$ cat src/rtl/paddle_pkg.sv
// Shared types, constants and saturating step helper for the paddle potentiometer emulation.
package paddle_pkg;

  typedef enum logic [1:0] {
    MODE_DIGITAL  = 2'd0,
    MODE_ANALOG_Y = 2'd1,
    MODE_ANALOG_X = 2'd2,
    MODE_RSVD     = 2'd3
  } ctrl_mode_t;

  localparam logic [7:0] POS_MIN = 8'd0;
  localparam logic [7:0] POS_MAX = 8'd255;
  localparam int         CAP_W   = 9;

  // dir=1 moves down (towards POS_MAX), dir=0 moves up (towards POS_MIN); 9-bit math catches carry/borrow.
  function automatic logic [7:0] sat_step(input logic [7:0] pos, input logic [7:0] step, input logic dir);
    logic [8:0] t;
    if (dir) begin
      t = {1'b0, pos} + {1'b0, step};
      sat_step = t[8] ? POS_MAX : t[7:0];
    end else begin
      t = {1'b0, pos} - {1'b0, step};
      sat_step = t[8] ? POS_MIN : t[7:0];
    end
  endfunction

endpackage

$ cat src/rtl/paddle_channel.sv
// One player's position, line countdown and (with PADDLE_ACCEL_EN) hold-to-accelerate counter.
module paddle_channel
  import paddle_pkg::*;
#(
  parameter int CENTRE    = 128,
  parameter int STEP_SLOW = 5,
  parameter int STEP_FAST = 8
`ifdef PADDLE_ACCEL_EN
  ,
  parameter int ACCEL_FRAMES = 3
`endif
) (
  input  logic        clk,
  input  logic        reset,
  input  logic        frame,
  input  logic        line,
  input  logic [1:0]  mode,
  input  logic        speed,
  input  logic        up,
  input  logic        down,
  input  logic [15:0] analog,
  output logic [7:0]  pos,
  output logic        cap_zero
);

  logic [CAP_W-1:0] cap;
  logic [CAP_W-1:0] cap_nxt;
  logic [7:0]       pos_nxt;
  logic [7:0]       base_step;
  logic [7:0]       step;
  logic [7:0]       v;
  logic             is_analog;
  logic             single_dir;

  assign single_dir = up ^ down;
  assign cap_zero   = (cap == {CAP_W{1'b0}});

`ifdef PADDLE_ACCEL_EN
  logic [3:0] hold;
  logic [3:0] hold_nxt;
  logic [3:0] eff_hold;
  logic [7:0] accel_step;
  logic       last_dir;
  logic       last_dir_nxt;

  // Step grows by one every ACCEL_FRAMES held frames, capped at the speed-selected step.
  always_comb begin
    base_step    = speed ? 8'(STEP_FAST) : 8'(STEP_SLOW);
    eff_hold     = (down == last_dir) ? hold : 4'd0;
    accel_step   = 8'd1 + (8'(eff_hold) / 8'(ACCEL_FRAMES));
    step         = (accel_step < base_step) ? accel_step : base_step;
    hold_nxt     = hold;
    last_dir_nxt = last_dir;
    if (frame) begin
      if (!is_analog && single_dir) begin
        hold_nxt     = (eff_hold == 4'd15) ? 4'd15 : eff_hold + 4'd1;
        last_dir_nxt = down;
      end else begin
        hold_nxt = 4'd0;
      end
    end else begin
      hold_nxt = hold;
    end
  end

  // Hold counter and the direction it was counting for.
  always_ff @(posedge clk) begin
    if (reset) begin
      hold     <= 4'd0;
      last_dir <= 1'b0;
    end else begin
      hold     <= hold_nxt;
      last_dir <= last_dir_nxt;
    end
  end
`else
  // Fixed step selected by speed.
  always_comb begin
    base_step = speed ? 8'(STEP_FAST) : 8'(STEP_SLOW);
    step      = base_step;
  end
`endif

  // Frame loads the countdown (digital: previous pos, analog: new pos); lines count it down.
  always_comb begin
    pos_nxt   = pos;
    cap_nxt   = cap;
    v         = analog[7:0];
    is_analog = 1'b0;
    case (ctrl_mode_t'(mode))
      MODE_ANALOG_Y: begin
        v         = analog[15:8];
        is_analog = 1'b1;
      end
      MODE_ANALOG_X: begin
        v         = analog[7:0];
        is_analog = 1'b1;
      end
      default: begin
        v         = analog[7:0];
        is_analog = 1'b0;
      end
    endcase
    if (frame) begin
      if (is_analog) begin
        pos_nxt = {~v[7], v[6:0]};
        cap_nxt = {1'b0, ~v[7], v[6:0]};
      end else begin
        cap_nxt = {1'b0, pos};
        if (single_dir) begin
          pos_nxt = sat_step(pos, step, down);
        end else begin
          pos_nxt = pos;
        end
      end
    end else if (line) begin
      if (cap_zero) begin
        cap_nxt = cap;
      end else begin
        cap_nxt = cap - CAP_W'(1);
      end
    end else begin
      cap_nxt = cap;
    end
  end

  // Position and countdown state.
  always_ff @(posedge clk) begin
    if (reset) begin
      pos <= 8'(CENTRE);
      cap <= {CAP_W{1'b0}};
    end else begin
      pos <= pos_nxt;
      cap <= cap_nxt;
    end
  end

endmodule

$ cat src/rtl/paddle_pot_emu.sv
// Paddle potentiometer/RC emulation feeding lp_in/rp_in of the AY-3-8500 core.
// Optional hold acceleration is built when PADDLE_ACCEL_EN is defined.
module paddle_pot_emu
  import paddle_pkg::*;
#(
  parameter int CENTRE    = 128,
  parameter int STEP_SLOW = 5,
  parameter int STEP_FAST = 8
`ifdef PADDLE_ACCEL_EN
  ,
  parameter int ACCEL_FRAMES = 3
`endif
) (
  input  logic        clk_sys,
  input  logic        reset,
  input  logic        hs,
  input  logic        vs,
  input  logic [1:0]  mode,
  input  logic        speed,
  input  logic        p1_up,
  input  logic        p1_down,
  input  logic        p2_up,
  input  logic        p2_down,
  input  logic [15:0] analog0,
  input  logic [15:0] analog1,
  output logic        lp_in,
  output logic        rp_in,
  output logic [7:0]  p1_pos,
  output logic [7:0]  p2_pos
);

  logic hs_old;
  logic vs_old;
  logic rise_vs;
  logic rise_hs;
  logic line;

  assign rise_vs = vs & ~vs_old;
  assign rise_hs = hs & ~hs_old;
  // A frame edge swallows a coincident line edge.
  assign line    = rise_hs & ~rise_vs;

  // Sync level history for edge detection.
  always_ff @(posedge clk_sys) begin
    if (reset) begin
      hs_old <= 1'b0;
      vs_old <= 1'b0;
    end else begin
      hs_old <= hs;
      vs_old <= vs;
    end
  end

  paddle_channel #(
    .CENTRE      (CENTRE),
    .STEP_SLOW   (STEP_SLOW),
    .STEP_FAST   (STEP_FAST)
`ifdef PADDLE_ACCEL_EN
    ,
    .ACCEL_FRAMES(ACCEL_FRAMES)
`endif
  ) u_left (
    .clk     (clk_sys),
    .reset   (reset),
    .frame   (rise_vs),
    .line    (line),
    .mode    (mode),
    .speed   (speed),
    .up      (p1_up),
    .down    (p1_down),
    .analog  (analog0),
    .pos     (p1_pos),
    .cap_zero(lp_in)
  );

  paddle_channel #(
    .CENTRE      (CENTRE),
    .STEP_SLOW   (STEP_SLOW),
    .STEP_FAST   (STEP_FAST)
`ifdef PADDLE_ACCEL_EN
    ,
    .ACCEL_FRAMES(ACCEL_FRAMES)
`endif
  ) u_right (
    .clk     (clk_sys),
    .reset   (reset),
    .frame   (rise_vs),
    .line    (line),
    .mode    (mode),
    .speed   (speed),
    .up      (p2_up),
    .down    (p2_down),
    .analog  (analog1),
    .pos     (p2_pos),
    .cap_zero(rp_in)
  );

endmodule

$ cat config.mk
export PLATFORM = sky130hd
export DESIGN_NAME = paddle_pot_emu
export DESIGN_NICKNAME = d
export VERILOG_FILES = /design/src/rtl/paddle_pkg.sv /design/src/rtl/paddle_channel.sv /design/src/rtl/paddle_pot_emu.sv
export SDC_FILE = /design/constraint.sdc
export NUM_CORES = 1
export LEC_CHECK = 0
export CAP_MARGIN = 25
export CORE_ASPECT_RATIO = 0.9
export CORE_UTILIZATION = 30
export CTS_BUF_LIST = sky130_fd_sc_hd__clkbuf_4
export CTS_CLUSTER_SIZE = 30
export DETAILED_ROUTE_END_ITERATION = 8
export PLACE_DENSITY = 0.56
export SYNTH_ARGS = -nofsm -noshare
export SYNTH_HDL_FRONTEND = slang
export SYNTH_SLANG_ARGS = --single-unit
$ cat constraint.sdc
create_clock -name clk_sys -period 4.65 [get_ports clk_sys]
set_input_delay 0.93 -clock clk_sys [delete_from_list [all_inputs] [get_ports clk_sys]]
set_output_delay 0.93 -clock clk_sys [all_outputs]
set_load 0.02 [all_outputs]
==> flow_metrics.py <==
metrics = {
    "drt": {
        "vias": 3210,
        "drt-total-wl_mm": 9.51,
        "first_pass_iters": 7,
        "wire_per_inst_um": 16.2,
        "drt_iter0_markers": 155,
        "drc": 2,
        "detail-route-antenna-nets": 0,
        "viasPerCell": 5.47,
    },
    "global_route": {
        "grt_overflow_total": 0,
        "grt.total_usage_pct": 17.3,
        "antenna_found_initial": 0,
        "grt_pass1_wl_mm": 15.7,
        "grt_max_degree": 40,
        "first_global_vias": 2980,
    },
    "clock_network": {
        "clockRootBuffer": "clkbuf_4",
        "htreeDepth": 2,
        "clkSinkCount": 36,
        "clkTransAtPathRegs_ns": 0.12,
        "cts_tree": "built",
        "cts_buffers": 5,
        "cts_buffer_depth": 2,
        "postCtsHoldBufs": 0,
        "cts_resized": 0,
        "cts_setup_buffers": 0,
        "clk_latency_ns": 0.34,
    },
    "power": {
        "p_int_w": 0.000617,
        "peakVddDrop_mv": 0.0726,
        "p_sw_w": 0.000395,
        "p_leak_nw": 1.46,
        "seq_power_share_pct": 38.4,
        "switching_share_pct": 39.0,
        "p_clk_share_pct": 17.4,
        "pwr-share-comb_pct": 44.2,
        "power_density_mw_per_mm2": 255,
    },
    "timing": {
        "worst_pin_slew_ns": 1.01,
        "fin_crit_sh_pct": 68.8,
        "final_hold_viol_count": 0,
        "setup_viol": 0,
        "rsz0062_at_grt": "no",
        "fin_skew_ns": 0.00878,
        "hold_slack_ns": 0.495,
        "setup_slack_ns": 1.45,
        "slew_viol_final": 0,
        "relSlewSlack_pct": 32.7,
        "fmax_ghz": 0.312,
        "setup-tns-final_ns": 0,
        "min_period_ns": 3.20,
    },
    "placement": {
        "dp_hpwl_mm": 7.33,
        "place_ws_ns": 1.08,
        "port_buffers": 60,
        "place.gp.congestion": 0.855,
        "numPlacedInstances": 579,
    },
    "layout": {
        "n_fill_cell": 1085,
        "final_layout_size_suffix_gt1_share_pct": 6.33,
        "area_growth_pct": 21.9,
        "diodes": 0,
        "multi_input_area_mm2": 0.00231,
        "fin_util_pct": 38.1,
        "finalNetCount": 519,
        "ff_latch_area_um2": 721,
        "instances_no_fill": 587,
    },
    "yosys": {
        "synthesis.area_mm2": 0.00326,
        "synth-seq-area-share_pct": 22.1,
        "synthFlopType": "dfxtp_1",
        "synth_edf_count": 0,
        "yosys_register_bits": 36,
        "syn-num-nets": 478,
        "yosysUniqueCellTypes": 61,
        "syn_inst": 416,
        "syn_avg_cell_area_um2": 7.84,
        "yosysWarnings": 0,
        "postSynth.asyncResetShare_pct": 0,
    },
    "floorplan": {
        "die_w_um": 112,
        "rows": 35,
        "start_util_pct": 31.3,
        "dieArea_mm2": 0.0113,
        "fp.dieH_um": 101,
        "core-area_mm2": 0.0104,
        "io_pins": 61,
    },
    "critical_path": {
        "endpoint_kind": "flip-flop",
        "start_kind": "primary input",
        "crit_arrival_ns": 3.40,
        "worstPathRequired_ns": 4.85,
        "worstPathMaxFanout": 10,
        "path_class": "in2reg",
    },
    "status": {
        "failed_checks": "DRC",
        "status": "complete, but fails checks",
    },
    "hold_path": {
        "hp-class": "reg2reg",
    },
    "job": {
        "max_cap_violations": 0,
    },
}
[worst paths after layout]
path	from	end	slack (ns)	depth (start not counted)
max	speed	u_right.pos[3]	1.45	8
min	u_right.cap[8]	u_right.cap[8]	0.49	1
max reg2reg	u_right.pos[0]	u_right.pos[1]	2.41	8
min reg2reg	u_right.cap[8]	u_right.cap[8]	0.49	1
[cells in the mapped netlist (5+ instances only)]
| library cell | count | share of area [%] |
|---|---|---|
| xor2_1 | 12 | 3.2 |
| xnor2_1 | 7 | 1.9 |
| nor4_1 | 5 | 0.96 |
| nand2_1 | 22 | 2.5 |
| a221oi_1 | 5 | 1.3 |
| a21oi_1 | 17 | 2.6 |
| nor2_1 | 38 | 4.4 |
| nor2b_1 | 15 | 2.9 |
| mux2_2 | 7 | 2.4 |
| nand3_1 | 11 | 1.7 |
| a31oi_1 | 7 | 1.3 |
| o211ai_1 | 5 | 1.2 |
| mux2i_1 | 13 | 4.0 |
| inv_1 | 20 | 2.3 |
| nor3b_1 | 5 | 1.2 |
| a211oi_1 | 29 | 6.7 |
| ha_1 | 19 | 7.3 |
| buf_2 | 9 | 1.4 |
| nor3_1 | 12 | 1.8 |
| nand2b_1 | 7 | 1.3 |
| a311oi_1 | 5 | 1.3 |
| nand3b_1 | 6 | 1.4 |
| o21ai_0 | 13 | 2.0 |
| dfxtp_1 | 36 | 22 |
| or3_1 | 7 | 1.3 |
| clkbuf_1 | 16 | 1.8 |
[flip-flops by register name, indices dropped and copies added, names as in the netlist]
| signal | cells |
|---|---|
| u_left.cap | 9 |
| u_right.pos | 8 |
| u_left.pos | 8 |
| u_right.cap | 9 |
| hs_old | 1 |
| vs_old | 1 |
[final cells by class]
class	count	share of cell area [%]
Timing Repair Buffer	67	16.4
Multi-Input combinational cell	327	58.1
Clock inverter	1	0.0944
Clock buffer	7	1.32
Inverter	20	1.89
Tap cell	129	4.06
Sequential cell	36	18.1
[placed cells by master, fill, tap and decap left out, types with 15 or more instances in the layout]
cell	synthesis	final
a211oi_1	29	29
a21oi_1	17	17
clkdlybuf4s50_1	0	60
dfxtp_1	36	36
ha_1	19	19
inv_1	20	20
nand2_1	22	22
nor2_1	38	38
nor2b_1	15	15
[per-stage QoR]
stage | total power, W | instance area, um^2
detailed placement | 0.000839 | 3920
finish | 0.00101 | 3980
CTS | 0.00102 | 3980
global placement | 0.000838 | 3920
global route | 0.00108 | 3980
floorplan | 0.000700 | 3260
[cells by family (layout without fill, tap and decap cells)]
logic type	after synthesis	count (layout)	share of synthesized area [%]
DFF	36	36	22.1
and+or+nand+nor	143	143	23.3
buffers and inverters	53	95	7.13
adders and majority gates	19	19	7.29
AOI/OAI and AO/OA	126	126	28.7
xor gates and xnor gates	19	19	5.10
muxes	20	20	6.41
[power groups by stage]
stage	registers, W	clock network [W]	logic (W)
2_1_floorplan	0.000386	0	0.000314
3_3_place_gp	0.000395	0	0.000443
3_5_place_dp	0.000395	0	0.000444
4_1_cts	0.000388	0.000181	0.000447
5_1_grt	0.000395	0.000195	0.000494
6_report	0.000389	0.000176	0.000447
[metal layers]
layer | routed length (um) | track usage [%]
met2 | 4120 | 26.8
met3 | 376 | 2.04
met1 | 4920 | 25.4
met5 | 0 | 0
met4 | 98 | 3.95
[critical path: stages]
cell and delay, ns:
clkdlybuf4s50_1 0.57, inv_1 0.20, ha_1 0.50, and3b_1 0.24, or3_4 0.39, a31o_1 0.23, a221oi_2 0.26, nor3_1 0.07
No activity file was read; power rests on OpenSTA's default activity.
